==> src/rtl/mem_arbiter_pkg.sv <==
// Memory command encodings shared by the arbiter and the CPU controller,
// plus a small helper that classifies a command as a real RAM access.
package mem_arbiter_pkg;

    localparam logic [1:0] CMD_NONE  = 2'b00;
    localparam logic [1:0] CMD_READ  = 2'b01;
    localparam logic [1:0] CMD_WRITE = 2'b10;
    localparam logic [1:0] CMD_RSVD  = 2'b11;

    // Only READ and WRITE reach the RAM; the reserved code behaves as NONE.
    function automatic logic cmd_is_access(input logic [1:0] cmd);
        return (cmd == CMD_READ) || (cmd == CMD_WRITE);
    endfunction

endpackage

==> src/rtl/rr_pick2.sv <==
// Two-way grant picker: a lone eligible requester wins, a tie goes to the
// requester named by the round-robin pointer.
module rr_pick2 (
    input  logic elig0,
    input  logic elig1,
    input  logic rr,
    output logic gnt_valid,
    output logic gnt_idx
);

    // Combinational grant selection
    always_comb begin
        gnt_valid = elig0 | elig1;
        gnt_idx   = 1'b0;
        if (elig0 && elig1) begin
            gnt_idx = rr;
        end else if (elig1) begin
            gnt_idx = 1'b1;
        end else begin
            gnt_idx = 1'b0;
        end
    end

endmodule

==> src/rtl/mem_arbiter.sv <==
// Two-port single-RAM arbiter: IDLE -> ACCESS -> RESP per transaction, with
// round-robin fairness between the CPU (p0) and the loader/DMA (p1).
module mem_arbiter
    import mem_arbiter_pkg::*;
#(
    parameter int AW = 8,
    parameter int DW = 16
) (
    input  logic          clk,
    input  logic          reset,
    input  logic          p0_req,
    input  logic [1:0]    p0_cmd,
    input  logic [AW-1:0] p0_addr,
    input  logic [DW-1:0] p0_wdata,
    input  logic          p1_req,
    input  logic [1:0]    p1_cmd,
    input  logic [AW-1:0] p1_addr,
    input  logic [DW-1:0] p1_wdata,
    output logic          p0_done,
    output logic          p1_done,
    output logic [DW-1:0] rdata,
    output logic [1:0]    ram_cmd,
    output logic [AW-1:0] ram_addr,
    output logic [DW-1:0] ram_wdata,
    input  logic [DW-1:0] ram_rdata,
    output logic          owner
);

    typedef enum logic [1:0] {
        ST_IDLE   = 2'b00,
        ST_ACCESS = 2'b01,
        ST_RESP   = 2'b10
    } state_e;

    state_e        state_q,   state_d;
    logic          rr_q,      rr_d;
    logic          owner_q,   owner_d;
    logic [1:0]    cmd_q,     cmd_d;
    logic [AW-1:0] addr_q,    addr_d;
    logic [DW-1:0] wdata_q,   wdata_d;
    logic [DW-1:0] rdata_q,   rdata_d;
    logic [1:0]    ram_cmd_q, ram_cmd_d;
    logic          p0_done_q, p0_done_d;
    logic          p1_done_q, p1_done_d;

    logic elig0_s, elig1_s, gnt_valid_s, gnt_idx_s;

    assign elig0_s = p0_req & cmd_is_access(p0_cmd);
    assign elig1_s = p1_req & cmd_is_access(p1_cmd);

    rr_pick2 u_pick (
        .elig0     (elig0_s),
        .elig1     (elig1_s),
        .rr        (rr_q),
        .gnt_valid (gnt_valid_s),
        .gnt_idx   (gnt_idx_s)
    );

    // Next-state, latch and output-register computation
    always_comb begin
        state_d   = state_q;
        rr_d      = rr_q;
        owner_d   = owner_q;
        cmd_d     = cmd_q;
        addr_d    = addr_q;
        wdata_d   = wdata_q;
        rdata_d   = rdata_q;
        ram_cmd_d = CMD_NONE;
        p0_done_d = 1'b0;
        p1_done_d = 1'b0;
        case (state_q)
            ST_IDLE: begin
                if (gnt_valid_s) begin
                    state_d   = ST_ACCESS;
                    owner_d   = gnt_idx_s;
                    rr_d      = ~gnt_idx_s;
                    cmd_d     = gnt_idx_s ? p1_cmd   : p0_cmd;
                    addr_d    = gnt_idx_s ? p1_addr  : p0_addr;
                    wdata_d   = gnt_idx_s ? p1_wdata : p0_wdata;
                    // RAM command is registered so it appears exactly in ACCESS.
                    ram_cmd_d = gnt_idx_s ? p1_cmd   : p0_cmd;
                end else begin
                    state_d = ST_IDLE;
                end
            end
            ST_ACCESS: begin
                state_d = ST_RESP;
                if (cmd_q == CMD_READ) begin
                    rdata_d = ram_rdata;
                end else begin
                    rdata_d = rdata_q;
                end
                p0_done_d = ~owner_q;
                p1_done_d = owner_q;
            end
            ST_RESP: begin
                state_d = ST_IDLE;
            end
            default: begin
                state_d = ST_IDLE;
            end
        endcase
    end

    // State and datapath registers with synchronous reset
    always_ff @(posedge clk) begin
        if (reset) begin
            state_q   <= ST_IDLE;
            rr_q      <= 1'b0;
            owner_q   <= 1'b0;
            cmd_q     <= CMD_NONE;
            addr_q    <= {AW{1'b0}};
            wdata_q   <= {DW{1'b0}};
            rdata_q   <= {DW{1'b0}};
            ram_cmd_q <= CMD_NONE;
            p0_done_q <= 1'b0;
            p1_done_q <= 1'b0;
        end else begin
            state_q   <= state_d;
            rr_q      <= rr_d;
            owner_q   <= owner_d;
            cmd_q     <= cmd_d;
            addr_q    <= addr_d;
            wdata_q   <= wdata_d;
            rdata_q   <= rdata_d;
            ram_cmd_q <= ram_cmd_d;
            p0_done_q <= p0_done_d;
            p1_done_q <= p1_done_d;
        end
    end

    assign p0_done   = p0_done_q;
    assign p1_done   = p1_done_q;
    assign rdata     = rdata_q;
    assign ram_cmd   = ram_cmd_q;
    assign ram_addr  = addr_q;
    assign ram_wdata = wdata_q;
    assign owner     = owner_q;

endmodule
==> config.mk <==
export PLATFORM = sky130hd
export DESIGN_NAME = mem_arbiter
export DESIGN_NICKNAME = d
export VERILOG_FILES = /design/src/rtl/mem_arbiter_pkg.sv /design/src/rtl/rr_pick2.sv /design/src/rtl/mem_arbiter.sv
export SDC_FILE = /design/constraint.sdc
export NUM_CORES = 1
export LEC_CHECK = 0
export ABC_AREA = 1
export CORE_AREA = 2 2 78 80
export CTS_CLUSTER_SIZE = 12
export DETAILED_ROUTE_END_ITERATION = 10
export DIE_AREA = 0 0 80 82
export PLACE_DENSITY = 0.8
export SYNTH_ARGS = -nofsm -noshare
export SYNTH_HDL_FRONTEND = slang
export SYNTH_HIERARCHICAL = 1
export SYNTH_SLANG_ARGS = --single-unit
export TNS_END_PERCENT = 100
==> constraint.sdc <==
create_clock -name clk -period 2.6 [get_ports clk]
set_input_delay 0.39 -clock clk [delete_from_list [all_inputs] [get_ports clk]]
set_output_delay 0.39 -clock clk [all_outputs]
set_load 0.005 [all_outputs]
==> results of run 1 <==
==> layer usage <==
layer | GRT usage | share of wire | vias to the layer above
met3 | 0.0670 | 0.098 | 7
met4 | 0.0678 | 0.013 | 0
li1 | - | - | 1349
met2 | 0.351 | 0.50 | 86
met5 | 0 | 0 | -
met1 | 0.178 | 0.39 | 1080
==> cell usage in the layout, fill, tap and decap left out, drive strengths merged <==
| cell | instances |
|---|---|
| nand2 | 152 |
| clkdlybuf4s50 | 116 |
| nor2 | 90 |
| inv | 53 |
| dfxtp | 50 |
| nand3 | 20 |
| clkbuf | 7 |
| o21ai | 3 |
| a21oi | 3 |
| buf | 3 |
| clkinv | 1 |
| or2 | 1 |
==> cells by family after synthesis <==
family / synth area share
AO/OA/AOI/OAI: 0.0123
AND/OR/NAND/NOR: 0.442
flip-flops: 0.412
buffers and inverters: 0.134
==> worst max-delay path, cell delays in order <==
cell and delay (ns):
clkdlybuf4s50_1 0.45, inv_1 0.06, o21ai_0 0.16, a21oi_1 0.09
or2_1 0.28, nand2_4 0.40, nand2_1 0.11, nand2_1 0.09
nor2_1 0.04
==> registers in the layout (all words and copies together) (netlist names), 2 cells and up <==
name and flops:
cmd_q 2, rdata 16, ram_cmd 2, ram_wdata 16, ram_addr 8, state_q 2
==> where the power goes <==
part | switching (mW) | leakage [nW] | internal (mW)
sequential | 0.0333 | 0.410 | 0.829
combinational | 0.234 | 1.30 | 0.274
clock | 0.237 | 0.0482 | 0.215
total | 0.504 | 1.76 | 1.32
==> final cells by class <==
type | count | area [um^2] | area share
clock buffers | 7 | 86.3 | 0.0234
clock inverters | 1 | 5.00 | 0.00136
inverters | 53 | 199 | 0.0540
multi-input cells | 269 | 1100 | 0.300
flip-flops and latches | 50 | 1000 | 0.272
well taps | 75 | 93.8 | 0.0255
repair buffers | 119 | 1200 | 0.325
==> path summary, 6_finish.rpt <==
check	start	to
worst min register to register	owner	p1_done
worst min-delay path	owner	p1_done
worst max register to register	state_q[1]	cmd_q[0]
worst max-delay path	p0_cmd[0]	ram_addr[1]
==> per-stage QoR <==
step                      power (mW)  setup WS (ns)  instances  instance area [um^2]
after floorplan                 1.14           1.08        389                  2430
after global placement          1.38          0.469        566                  3590
after detailed placement        1.39          0.395        566                  3590
after CTS                       1.85          0.716        574                  3690
after global routing            1.95          0.558        574                  3690
final                           1.82          0.701        574                  3690
==> flow_metrics.py, run 1 <==
metrics = {
    "worst_setup_path": {
        "crit_path_end_kind": "register",
        "reg2reg_setup_slack_ns": 1.29,
        "rr_worst_depth": 5,
        "cp_max_fo": 52,
        "required_ns": 2.79,
        "path_class": "in -> reg",
        "worstSetupStartpointType": "input port",
        "critPathArrivalTime_ns": 2.09,
    },
    "synth": {
        "ys_top_cells_by_count": "nand2_1, nor2_1, inv_1",
        "syn_inst": 389,
        "yosys-top-cells-area": "dfxtp_1, nand2_1, nor2_1, inv_1, nand3_1",
        "synthArstFlopShare": 0,
        "synth_top_area_frac": 0.412,
        "synthFlopType": "dfxtp_1",
        "yosys.cell_count.top_type": "nand2_1",
        "ys_warn_count": 6,
        "syn_area_per_cell_um2": 6.25,
        "synth_nets": 461,
        "synth_cell_types": 17,
        "ys_seq_elements": 50,
        "syn_area_um2": 2430,
        "synth_top_area_cell": "dfxtp_1",
        "synth_edf_count": 0,
        "ys_seq_area_frac": 0.412,
    },
    "timing": {
        "hold_viol": 0,
        "slew_headroom": 0.663,
        "final_period_minus_worst_setup_slack_ns": 1.90,
        "fin_crit_sh": 0.730,
        "rsz0062_at_grt": "false",
        "clock_skew_ns": 0.00275,
        "max_freq_ghz": 0.527,
        "worstMarginPinSlew_ns": 0.506,
        "finalSetupTns_ns": 0,
        "holdWs_ns": 0.467,
        "finalSetupViolCount": 0,
        "drv_slew": 0,
    },
    "die": {
        "die_x_um": 80,
        "dieHeight_um": 82,
        "dieArea_um2": 6560,
        "core-area_um2": 5750,
        "start_util": 0.423,
        "ioPinCount": 117,
        "num_rows": 28,
    },
    "clock_network": {
        "clkTransAtPathRegs_ns": 0.08,
        "cts_resized": 0,
        "cts_buffer_depth": 2,
        "hold_buffers": 0,
        "clk_latency_ns": 0.29,
        "post-cts-setup-buffer-count": 0,
        "cts_tree": "yes",
        "htreeDepth": 2,
        "numCtsBuffers": 5,
        "clock-root-buffer": "clkbuf_8",
        "clkSinkCount": 50,
    },
    "cells_and_area": {
        "final_nets": 570,
        "area_growth_pct": 51.5,
        "final_util": 0.642,
        "antenna_cells": 0,
        "fill_cells": 542,
        "drive_gt1_frac": 0.0541,
    },
    "hold_path": {
        "min_path_type": "reg -> reg",
        "min_path_cells": 2,
    },
    "place": {
        "gp_congestion": 0.758,
        "io_buffers": 116,
        "dp_hpwl_um": 4390,
    },
    "global_routing": {
        "grt_pass1_wl_um": 9450,
        "grt_usage": 0.183,
        "grt_max_degree": 53,
        "antenna_found_initial": 0,
        "gr-total-overflow": 0,
        "first_global_vias": 2342,
    },
    "power_and_ir_drop": {
        "ir_drop_mv": 0.236,
        "leakage_nw": 1.76,
        "powerDensity_nw_per_um2": 494,
    },
    "detailed_routing": {
        "ant_nets": 0,
        "vias": 2522,
        "wl_per_cell_um": 10.1,
        "routed_wl_um": 5820,
        "dr.pass1.iters": 4,
        "drcViolationCount": 0,
        "drt_iter0_drc": 68,
        "routed_via_density": 4.39,
    },
    "flow_run": {
        "max_cap_viol_count": 0,
    },
    "run_status": {
        "status": "complete, no violations",
    },
}
(Power assumes the default switching activity.)
==> inputs of run 2 (changes only) <==
Settings changed: CORE_AREA 2 2 78 80 to 2 2 85 87, DIE_AREA 0 0 80 82 to 0 0 87 89, PLACE_DENSITY 0.8 to 0.71.
Clock period 2.6 ns to 1.7 ns, I/O delays scaled along.
==> run 2 against run 1 <==
Effect of this change: clock power rose by 58%; combinational power increased by 60%; clock skew rose by 0.0041 ns; clock-buffer cell count shrank 1; largest power group unchanged; hold slack gained 0.018 ns; sequential power up 53%.
==> flow_metrics.py, run 2 (synthesis gave the netlist of run 1 again) <==
metrics = {
    "hold_path": {
        "hold_end": "rdata[3]",
        "min_from": "rdata[3]",
        "min_path_cells": 2,
        "min_path_type": "reg -> reg",
    },
    "detailed_routing": {
        "drt_iter0_drc": 79,
        "top_layer": "met4",
        "vias": 2528,
        "route.met3.wl_um": 526,
        "routed_via_density": 4.31,
        "dr_wl_met2_um": 2770,
        "drcViolationCount": 0,
        "routed_wl_um": 5950,
        "wl_met1_um": 2610,
        "dr.pass1.iters": 4,
        "ant_nets": 0,
        "wl_per_cell_um": 10.1,
    },
    "die": {
        "core-area_um2": 6720,
        "dieArea_um2": 7740,
        "ioPinCount": 117,
        "start_util": 0.362,
        "die_x_um": 87,
        "dieHeight_um": 89,
        "num_rows": 30,
    },
    "clock_network": {
        "post-cts-setup-buffer-count": 0,
        "cts_resized": 0,
        "clkSinkCount": 50,
        "cts_buffer_depth": 2,
        "cts_tree": "yes",
        "clock-root-buffer": "clkbuf_8",
        "clkTransAtPathRegs_ns": 0.09,
        "hold_buffers": 0,
        "htreeDepth": 2,
        "clk_latency_ns": 0.30,
        "numCtsBuffers": 5,
    },
    "timing": {
        "setup_ws_ns": 0.152,
        "drv_slew": 0,
        "hold_viol": 0,
        "final_period_minus_worst_setup_slack_ns": 1.55,
        "rsz0062_at_grt": "false",
        "finalSetupViolCount": 0,
        "finalSetupTns_ns": 0,
        "worstMarginPinSlew_ns": 0.383,
        "fin_crit_sh": 0.910,
        "slew_headroom": 0.744,
        "max_freq_ghz": 0.646,
        "clock_skew_ns": 0.00688,
    },
    "cells_and_area": {
        "mostFrequentLayoutCells": "nand2_1, clkdlybuf4s50_1, nor2_1",
        "antenna_cells": 0,
        "multiInputGateArea_um2": 1110,
        "layout_commonest_cell": "nand2_1",
        "regArea_um2": 1000,
        "final_nets": 577,
        "fill_cells": 636,
        "area_growth_pct": 55.7,
        "drive_gt1_frac": 0.0771,
    },
    "worst_setup_path": {
        "crit_path_cell_trace": "clkdlybuf4s50_1, inv_1, o21ai_1, a21oi_2, or2_1, nand2_4, buf_12, nand2_1, nand2_1, nor2_2",
        "cpMaxStageDelayCell": "clkdlybuf4s50_1",
        "r2r-end": "ram_wdata[3]",
        "cp.buffers_inverters": 3,
        "worstSetupStartpointType": "input port",
        "crit_top_cell": "nand2_1",
        "cp_max_fo": 27,
        "reg2reg_setup_slack_ns": 0.53,
        "crit_path_end_kind": "register",
        "regToRegStartpoint": "rr_q",
        "rr_worst_depth": 8,
        "critPathArrivalTime_ns": 1.75,
        "critPathMaxStageDelay_ns": 0.45,
        "path_class": "in -> reg",
        "path_delay_family": "buffers and inverters",
        "required_ns": 1.90,
    },
    "place": {
        "gp_congestion": 0.795,
        "dp_hpwl_um": 4580,
        "io_buffers": 116,
        "dp_slack_ns": -0.255,
    },
    "global_routing": {
        "grt_usage": 0.158,
        "grt_max_degree": 28,
        "first_global_vias": 2343,
        "grt_pass1_wl_um": 9830,
        "gr-total-overflow": 0,
        "antenna_found_initial": 0,
    },
    "power_and_ir_drop": {
        "power_frac_comb": 0.286,
        "sequentialPowerShare": 0.463,
        "leakage_nw": 1.80,
        "switching_share": 0.281,
        "p_clk_frac": 0.251,
        "p_switching_mw": 0.802,
        "powerDensity_nw_per_um2": 753,
        "p_int_mw": 2.05,
        "ir_drop_mv": 0.267,
    },
    "run_status": {
        "status": "complete, no violations",
    },
    "flow_run": {
        "max_cap_viol_count": 0,
    },
}
-- run 2: how the worst max path moves through the flow --
| stage | cells past startpoint | slack, ns | to | start |
|---|---|---|---|---|
| after floorplan | 12 | 0.32 | ram_addr[3] | p0_cmd[0] |
| after global placement | 12 | -0.21 | ram_wdata[3] | p0_cmd[0] |
| after detailed placement | 12 | -0.26 | ram_wdata[9] | p0_cmd[0] |
| after CTS | 12 | 0.07 | ram_wdata[9] | p0_cmd[0] |
| after global routing | 13 | 0.001 | ram_wdata[2] | p0_cmd[0] |
| final | 10 | 0.15 | ram_addr[3] | p0_cmd[0] |
-- run 2: power by group through the flow --
stage               Clock, mW  Sequential, mW  Combinational (mW)
floorplan                   0            1.35               0.399
global placement            0            1.35               0.808
detailed placement          0            1.35               0.815
CTS                     0.746            1.32               0.820
global route            0.791            1.33               0.922
finish                  0.715            1.32               0.815
-- run 2: metal layers --
metal	up-vias	GRT usage
met2	89	0.288
met5	-	0
met1	1073	0.179
li1	1362	-
met3	4	0.0452
met4	0	0.0426
-- run 2: worst register-to-register path, delay by kind of cell, from the launching register on --
| family | cells | cell delay [ns] |
|---|---|---|
| flops | 1 | 0.35 |
| simple gates | 6 | 0.51 |
| buf+inv | 2 | 0.23 |
-- run 2: layout make-up --
| cell class | count | area share |
|---|---|---|
| clock buffer | 6 | 0.0218 |
| clock inverter | 2 | 0.00330 |
| inverter | 53 | 0.0525 |
| multi-input combinational | 269 | 0.294 |
| sequential | 50 | 0.264 |
| tap | 80 | 0.0264 |
| timing repair buffer | 126 | 0.337 |
-- run 2: through the flow --
step / instance area, um^2 / cells / total power, mW / hold WS [ns] / util
floorplan: 2430 / 389 / 1.75 / 0.324 / -
global placement: 3680 / 578 / 2.15 / 0.463 / 0.547
detailed placement: 3680 / 578 / 2.16 / 0.473 / 0.547
CTS: 3770 / 586 / 2.89 / 0.488 / 0.562
global route: 3790 / 586 / 3.05 / 0.503 / 0.564
finish: 3790 / 586 / 2.85 / 0.485 / 0.564
